$ cat config.mk
export PLATFORM = sky130hd
export DESIGN_NAME = alu_writeback
export DESIGN_NICKNAME = d
export VERILOG_FILES = /design/src/rtl/alu_writeback.sv
export SDC_FILE = /design/constraint.sdc
export NUM_CORES = 1
export LEC_CHECK = 0
export CAP_MARGIN = 15
export CORE_MARGIN = 1
export CORE_UTILIZATION = 40
export DETAILED_ROUTE_END_ITERATION = 12
export PLACE_DENSITY = 0.77
export SYNTH_ARGS = -nofsm -noshare
export SYNTH_HDL_FRONTEND = slang
export SYNTH_SLANG_ARGS = --single-unit
export TNS_END_PERCENT = 20
$ cat constraint.sdc
create_clock -name clk -period 3.3 [get_ports clk]
set_input_delay 0.825 -clock clk [delete_from_list [all_inputs] [get_ports clk]]
set_output_delay 0.825 -clock clk [all_outputs]
set_load 0.05 [all_outputs]
$ cat src/rtl/alu_writeback.sv
// alu_writeback: commit stage for the SPARCv8 integer ALU.
// Holds the architectural ICC and Y, drives the register-file write port,
// and raises precise traps for division by zero and tagged overflow.
// Ports:
//   clk, rst_n                          clock, synchronous active-low reset
//   in_valid/in_ready                   result handshake (in_ready is combinational)
//   in_opcode, in_rd_addr, in_result    ALU opcode, destination, rd value
//   in_icc, in_y                        ALU NZVC and Y outputs
//   in_div_zero, in_tag_ovf             ALU exception flags
//   icc, y                              architectural state fed back to the ALU
//   rf_we, rf_waddr, rf_wdata           registered register-file write port
//   trap_valid, trap_tt, trap_ack       trap request and acknowledge
//   flush                               pipeline flush
//   retired                             count of committed results
module alu_writeback #(
    parameter logic [7:0] TT_DIV_ZERO = 8'h2A,
    parameter logic [7:0] TT_TAG_OVF  = 8'h0A
) (
    input  logic        clk,
    input  logic        rst_n,
    input  logic        in_valid,
    output logic        in_ready,
    input  logic [5:0]  in_opcode,
    input  logic [4:0]  in_rd_addr,
    input  logic [31:0] in_result,
    input  logic [3:0]  in_icc,
    input  logic [31:0] in_y,
    input  logic        in_div_zero,
    input  logic        in_tag_ovf,
    output logic [3:0]  icc,
    output logic [31:0] y,
    output logic        rf_we,
    output logic [4:0]  rf_waddr,
    output logic [31:0] rf_wdata,
    output logic        trap_valid,
    output logic [7:0]  trap_tt,
    input  logic        trap_ack,
    input  logic        flush,
    output logic [31:0] retired
);
    typedef enum logic {RUN, TRAP} state_t;

    state_t state, state_next;
    logic   accept, cc_wr, y_wr, tag_trap, take_trap;

    assign in_ready  = (state == RUN) && !flush && rst_n;
    assign accept    = in_valid && in_ready;
    assign cc_wr     = (in_opcode[5:4] == 2'b01) || (in_opcode >= 6'h20 && in_opcode <= 6'h24);
    assign y_wr      = in_opcode inside {6'h0A, 6'h0B, 6'h1A, 6'h1B, 6'h24};
    assign tag_trap  = in_opcode inside {6'h22, 6'h23};
    assign take_trap = in_div_zero || (in_tag_ovf && tag_trap);

    always_comb begin
        state_next = state;
        if (state == RUN && accept && take_trap)
            state_next = TRAP;
        else if (state == TRAP && (trap_ack || flush))
            state_next = RUN;
    end

    always_ff @(posedge clk) begin
        if (!rst_n)
            state <= RUN;
        else
            state <= state_next;
    end

    always_ff @(posedge clk) begin
        if (!rst_n) begin
            icc        <= 4'b0000;
            y          <= 32'h0;
            rf_we      <= 1'b0;
            rf_waddr   <= 5'd0;
            rf_wdata   <= 32'h0;
            trap_valid <= 1'b0;
            trap_tt    <= 8'h00;
            retired    <= 32'h0;
        end else begin
            rf_we <= 1'b0;
            if (state == TRAP && (trap_ack || flush))
                trap_valid <= 1'b0;
            if (accept && take_trap) begin
                trap_valid <= 1'b1;
                trap_tt    <= in_div_zero ? TT_DIV_ZERO : TT_TAG_OVF;
            end else if (accept) begin
                // %g0 writes still commit icc/y and count as retired
                if (cc_wr)
                    icc <= in_icc;
                if (y_wr)
                    y <= in_y;
                rf_we    <= (in_rd_addr != 5'd0);
                rf_waddr <= in_rd_addr;
                rf_wdata <= in_result;
                retired  <= retired + 32'd1;
            end
        end
    end
endmodule

==> results.toml, run 1 <==
[global_routing]
grt_pass1_vias = 4435
grt_max_degree = 99
grt_first_pass_wirelength_um = 20800
grt_overflow = 0
grt.total_usage_pct = 21.8
antenna_found_initial = 0

[die]
die_w_um = 110
core_area_sq_um = 11400
initial_core_util_pct = 40.9
die-area_sq_um = 12100
dieHeight_um = 110
ios = 202
rows = 39

[clock_tree]
cts_resized = 0
clkTransAtPathRegs_ps = 60
cts-root-buf = "clkbuf_16"
cts_buffers = 9
cts_tree = "built"
clockBufferDepth = 2
htreeDepth = 3
cts_setup_buffers = 0
ctsHoldBuffers = 0
cts.sinks = 110
clk_latency_ps = 350

[place]
place_congestion = 0.778
dp.cells = 864
place_hpwl_um = 9360
io_buffers = 196

[sta]
hold_viol_final = 0
fmax_mhz = 353
drv_slew = 0
fin_tns_setup_ps = 0
rsz0062_at_grt = "false"
max_slew_margin_pct = 31.1
worst_pin_slew_ps = 1030
skew_ps = 5.61
fin_hold_ws_ps = 455
period_needed_ps = 2840
timing.final.crit_share_pct = 86.0
setup_viol = 0

[yosys]
synth_area_sq_um = 4670
synth.most_common_cell = "dfxtp_1"
synth_cell_type_count = 49
synth_top_area_share_pct = 47.1
ys_top_cells_by_area = "dfxtp_1 47%, a21oi_1 10%, nand2_1 7.9%"
synthTopCellsByCount = "110 x dfxtp_1, 98 x a21oi_1, 98 x nand2_1"
synthCells = 566
synth_ff_type = "dfxtp_1"
synth_top_area_cell = "dfxtp_1"
yosysWarnings = 0
async_flop_share_pct = 0
ys_ff_latch = 110
yosysSeqAreaShare_pct = 47.1
avgSynthCellArea_sq_um = 8.25
synth_edf_count = 0

[min_path]
worstHoldPathType = "reg2reg"

[detailed_routing]
via_per_inst = 5.45
route.detailed.drc = 0
wl_met2_um = 6730
top_layer = "met4"
wl_met1_um = 5500
routed_wl_um = 13600
drtIter0Drc = 258
dr.pass1.iters = 4
wl_per_cell_um = 15.4
num_vias = 4792
route.met3.wl_um = 1060
final_antenna_net_count = 0

[run_status]
status = "completed"

[layout]
drive_gt1_share_pct = 4.07
post-route-util_pct = 60.4
antenna_cells = 0
final_cells = 880
nets = 819
syn_to_final_growth_pct = 47.7

[power]
powerDensity_nw_per_um2 = 393
p_leak_nw = 2.23
vdd_drop_max_v = 0.000219
power_w = 0.00271

[setup_path]
max_stage_delay_ps = 470
path_common_cell = "buf_4"
cp.arrival_ps = 2010
path_cells = "clkdlybuf4s50_1 > buf_4 > inv_2 > nor3_1 > buf_4"
cp-end-kind = "output port"
slowest_stage = "clkdlybuf4s50_1"
cp-start-kind = "input port"
worst-setup-path-type = "in2out"
cp_max_fo = 22
worstPathRequired_ps = 2470

[flow_run]
drv_cap = 0
-- layout make-up --
type / instances / area [sq um]
Fill cell: 1002 / 4520
Sequential cell: 110 / 2200
Multi-Input combinational cell: 400 / 2170
Timing Repair Buffer: 203 / 2020
Clock buffer: 14 / 284
Tap cell: 143 / 179
Inverter: 8 / 30.0
Clock inverter: 2 / 13.8
-- cell families after synthesis --
group	Yosys count	synth area share [%]
AO/OA/AOI/OAI	171	20.4
adder cells (fa/ha/maj)	1	0.268
AND/OR/NAND/NOR	214	23.2
buffers and inverters	60	6.96
flip-flops	110	47.1
XOR/XNOR	1	0.188
other	1	0.0803
multiplexers	8	1.71
-- through the flow --
stage / setup WS, ps / cell area (sq um)
after global routing: 375 / 6900
after floorplan: 314 / 4690
after CTS: 467 / 6900
final: 463 / 6900
after global placement: 436 / 6600
after detailed placement: 323 / 6600
-- registers in the layout (all words and copies together), names as in the netlist --
signal      flops
icc             4
rf_we           1
rf_waddr        5
rf_wdata       32
retired        32
trap_valid      1
trap_tt         2
y              32
state           1
-- where the power goes --
group	internal, W	total, W	leakage (nW)	switching (W)
combinational	0.000132	0.000286	1.19	0.000154
sequential	0.00134	0.00135	0.888	0.00000730
clock	0.000596	0.00107	0.149	0.000479
-- worst max-delay path, delay by kind of cell --
| family | cells | cell delay (ps) |
|---|---|---|
| buffers and inverters | 4 | 1010 |
| AND/OR/NAND/NOR | 1 | 170 |
-- metal layers --
metal	vias up	GRT usage [%]
met5	-	0
met4	0	9.62
met3	23	6.94
met2	161	36.5
met1	2267	25.5
li1	2341	-
-- path summary, 6_finish.rpt --
check	cells past startpoint	slack, ps	endpoint	from
max	5	460	in_ready	rst_n
min	2	460	rf_wdata[16]$_SDFFE_PN0P_	rf_wdata[16]$_SDFFE_PN0P_
max reg2reg	5	1130	retired[28]$_SDFFE_PN0P_	retired[0]$_SDFFE_PN0P_
min reg2reg	2	460	rf_wdata[16]$_SDFFE_PN0P_	rf_wdata[16]$_SDFFE_PN0P_
-- cell usage in the layout (no fill, tap or decap), types with 8 or more instances in the layout --
cell type,netlist,final
o21ai_0,43,43
nand2b_1,8,8
clkdlybuf4s50_1,0,195
a21oi_1,98,98
nand4_1,11,11
clkbuf_16,0,9
mux2i_1,8,8
nand2_1,98,98
dfxtp_1,110,110
or4_1,14,14
o31ai_1,14,14
nand3_1,43,43
Note: power is estimated with default switching activity, not from simulation.
==> run 2, diff against run 1 <==
--- a/config.mk
+++ b/config.mk
@@ -9,7 +9,7 @@
 export CORE_MARGIN = 1
 export CORE_UTILIZATION = 40
 export DETAILED_ROUTE_END_ITERATION = 12
-export PLACE_DENSITY = 0.77
+export DONT_BUFFER_PORTS = 1
 export SYNTH_ARGS = -nofsm -noshare
 export SYNTH_HDL_FRONTEND = slang
 export SYNTH_SLANG_ARGS = --single-unit
==> results.toml, run 2 (synthesized netlist as in run 1, its figures left out) <==
[global_routing]
grt_overflow = 0
use_met1_pct = 22.5
gr-max-usage-layer = "met2"
grt_use_met3_pct = 6.23
grt_max_degree = 99
grt_first_pass_wirelength_um = 17600
grt_pass1_vias = 3640
antenna_found_initial = 0
grt.total_usage_pct = 19.0
met2_usage_pct = 31.3

[detailed_routing]
routed_wl_um = 12000
via_per_inst = 5.93
dr.pass1.iters = 4
wl_per_cell_um = 17.5
drtIter0Drc = 276
final_antenna_net_count = 0
num_vias = 4060
route.detailed.drc = 0

[die]
die_w_um = 110
die-area_sq_um = 12100
ios = 202
dieHeight_um = 110
core_area_sq_um = 11400
initial_core_util_pct = 40.9
rows = 39

[setup_path]
cp.arrival_ps = 2690
worst-setup-path-type = "reg2reg"
r2r_start = "retired[14]$_SDFFE_PN0P_"
cp-start-kind = "register"
cp_max_fo = 9
cp-end-kind = "register"
cp-startpoint = "retired[14]$_SDFFE_PN0P_"
worstPathRequired_ps = 3580

[clock_tree]
cts.sinks = 110
cts_tree = "built"
cts-root-buf = "clkbuf_16"
htreeDepth = 3
ctsHoldBuffers = 0
clockBufferDepth = 2
cts_setup_buffers = 0
clkTransAtPathRegs_ps = 70
cts_resized = 0
cts_buffers = 9
clk_latency_ps = 340

[sta]
timing.final.crit_share_pct = 73.2
fin_tns_setup_ps = 0
setup_viol = 0
skew_ps = 4.11
fin_ws_ps = 885
fmax_mhz = 414
hold_viol_final = 0
period_needed_ps = 2410
max_slew_margin_pct = 30.0
worst_pin_slew_ps = 1050
drv_slew = 0
rsz0062_at_grt = "false"

[place]
place_congestion = 0.765
io_buffers = 0
dpl_cell_area_sq_um = 4670
place_hpwl_um = 8220
dp_worst_setup_slack_ps = 742

[layout]
antenna_cells = 0
post-route-cell-area_sq_um = 4940
multi_input_area_sq_um = 2170
regArea_sq_um = 2200
nets = 625
drive_gt1_share_pct = 5.72
final_common_cell = "dfxtp_1"
post-route-util_pct = 43.3
syn_to_final_growth_pct = 5.76
layout_common_cells = "110 x dfxtp_1, 98 x a21oi_1, 98 x nand2_1"
reg_top3 = "retired: 32 flops, rf_wdata: 32 flops, y: 32 flops"
fillers = 1150

[min_path]
min_from = "state$_SDFFE_PN0P_"
worstHoldPathType = "reg2reg"

[power]
p_leak_nw = 1.52
vdd_drop_max_v = 0.000290
powerDensity_nw_per_um2 = 504

[run_status]
status = "completed"

[flow_run]
drv_cap = 0
## run 2: worst paths after layout
kind,depth (start not counted),to,slack [ps]
hold reg to reg,2,state$_SDFFE_PN0P_,510
hold / removal,2,state$_SDFFE_PN0P_,510
setup reg to reg,4,retired[28]$_SDFFE_PN0P_,890
setup / recovery,4,retired[28]$_SDFFE_PN0P_,890
## run 2: report_power, final
| part | switching (W) | internal [W] |
|---|---|---|
| registers | 0.0000547 | 0.00134 |
| logic | 0.0000813 | 0.0000247 |
| clock network | 0.000464 | 0.000526 |
| total | 0.000600 | 0.00189 |
## run 2: critical path, cell delays in order (launching register included)
cell and delay [ps]:
dfxtp_1 730, and4_1 520, nand4_1 410, nor4_1 470
mux2i_1 220
## run 2: routing by layer
layer | vias up | wire length [um]
met5 | - | 0
met4 | 0 | 203
met3 | 14 | 1070
met2 | 170 | 5720
met1 | 1921 | 5000
li1 | 1955 | -
## run 2: area by class of cell
class | count | share of cell area (%)
inverters | 8 | 0.608
repair buffers | 9 | 1.87
clock inverters | 4 | 0.481
clock buffers | 11 | 4.91
well taps | 143 | 3.62
multi-input cells | 400 | 43.9
flip-flops and latches | 110 | 44.6
## run 2: metrics by stage
stage	power, W	hold WS [ps]	std cells
after floorplan	0.00152	455	570
after global placement	0.00153	489	670
after detailed placement	0.00153	502	670
after CTS	0.00253	514	685
after global routing	0.00258	548	685
final	0.00249	509	685
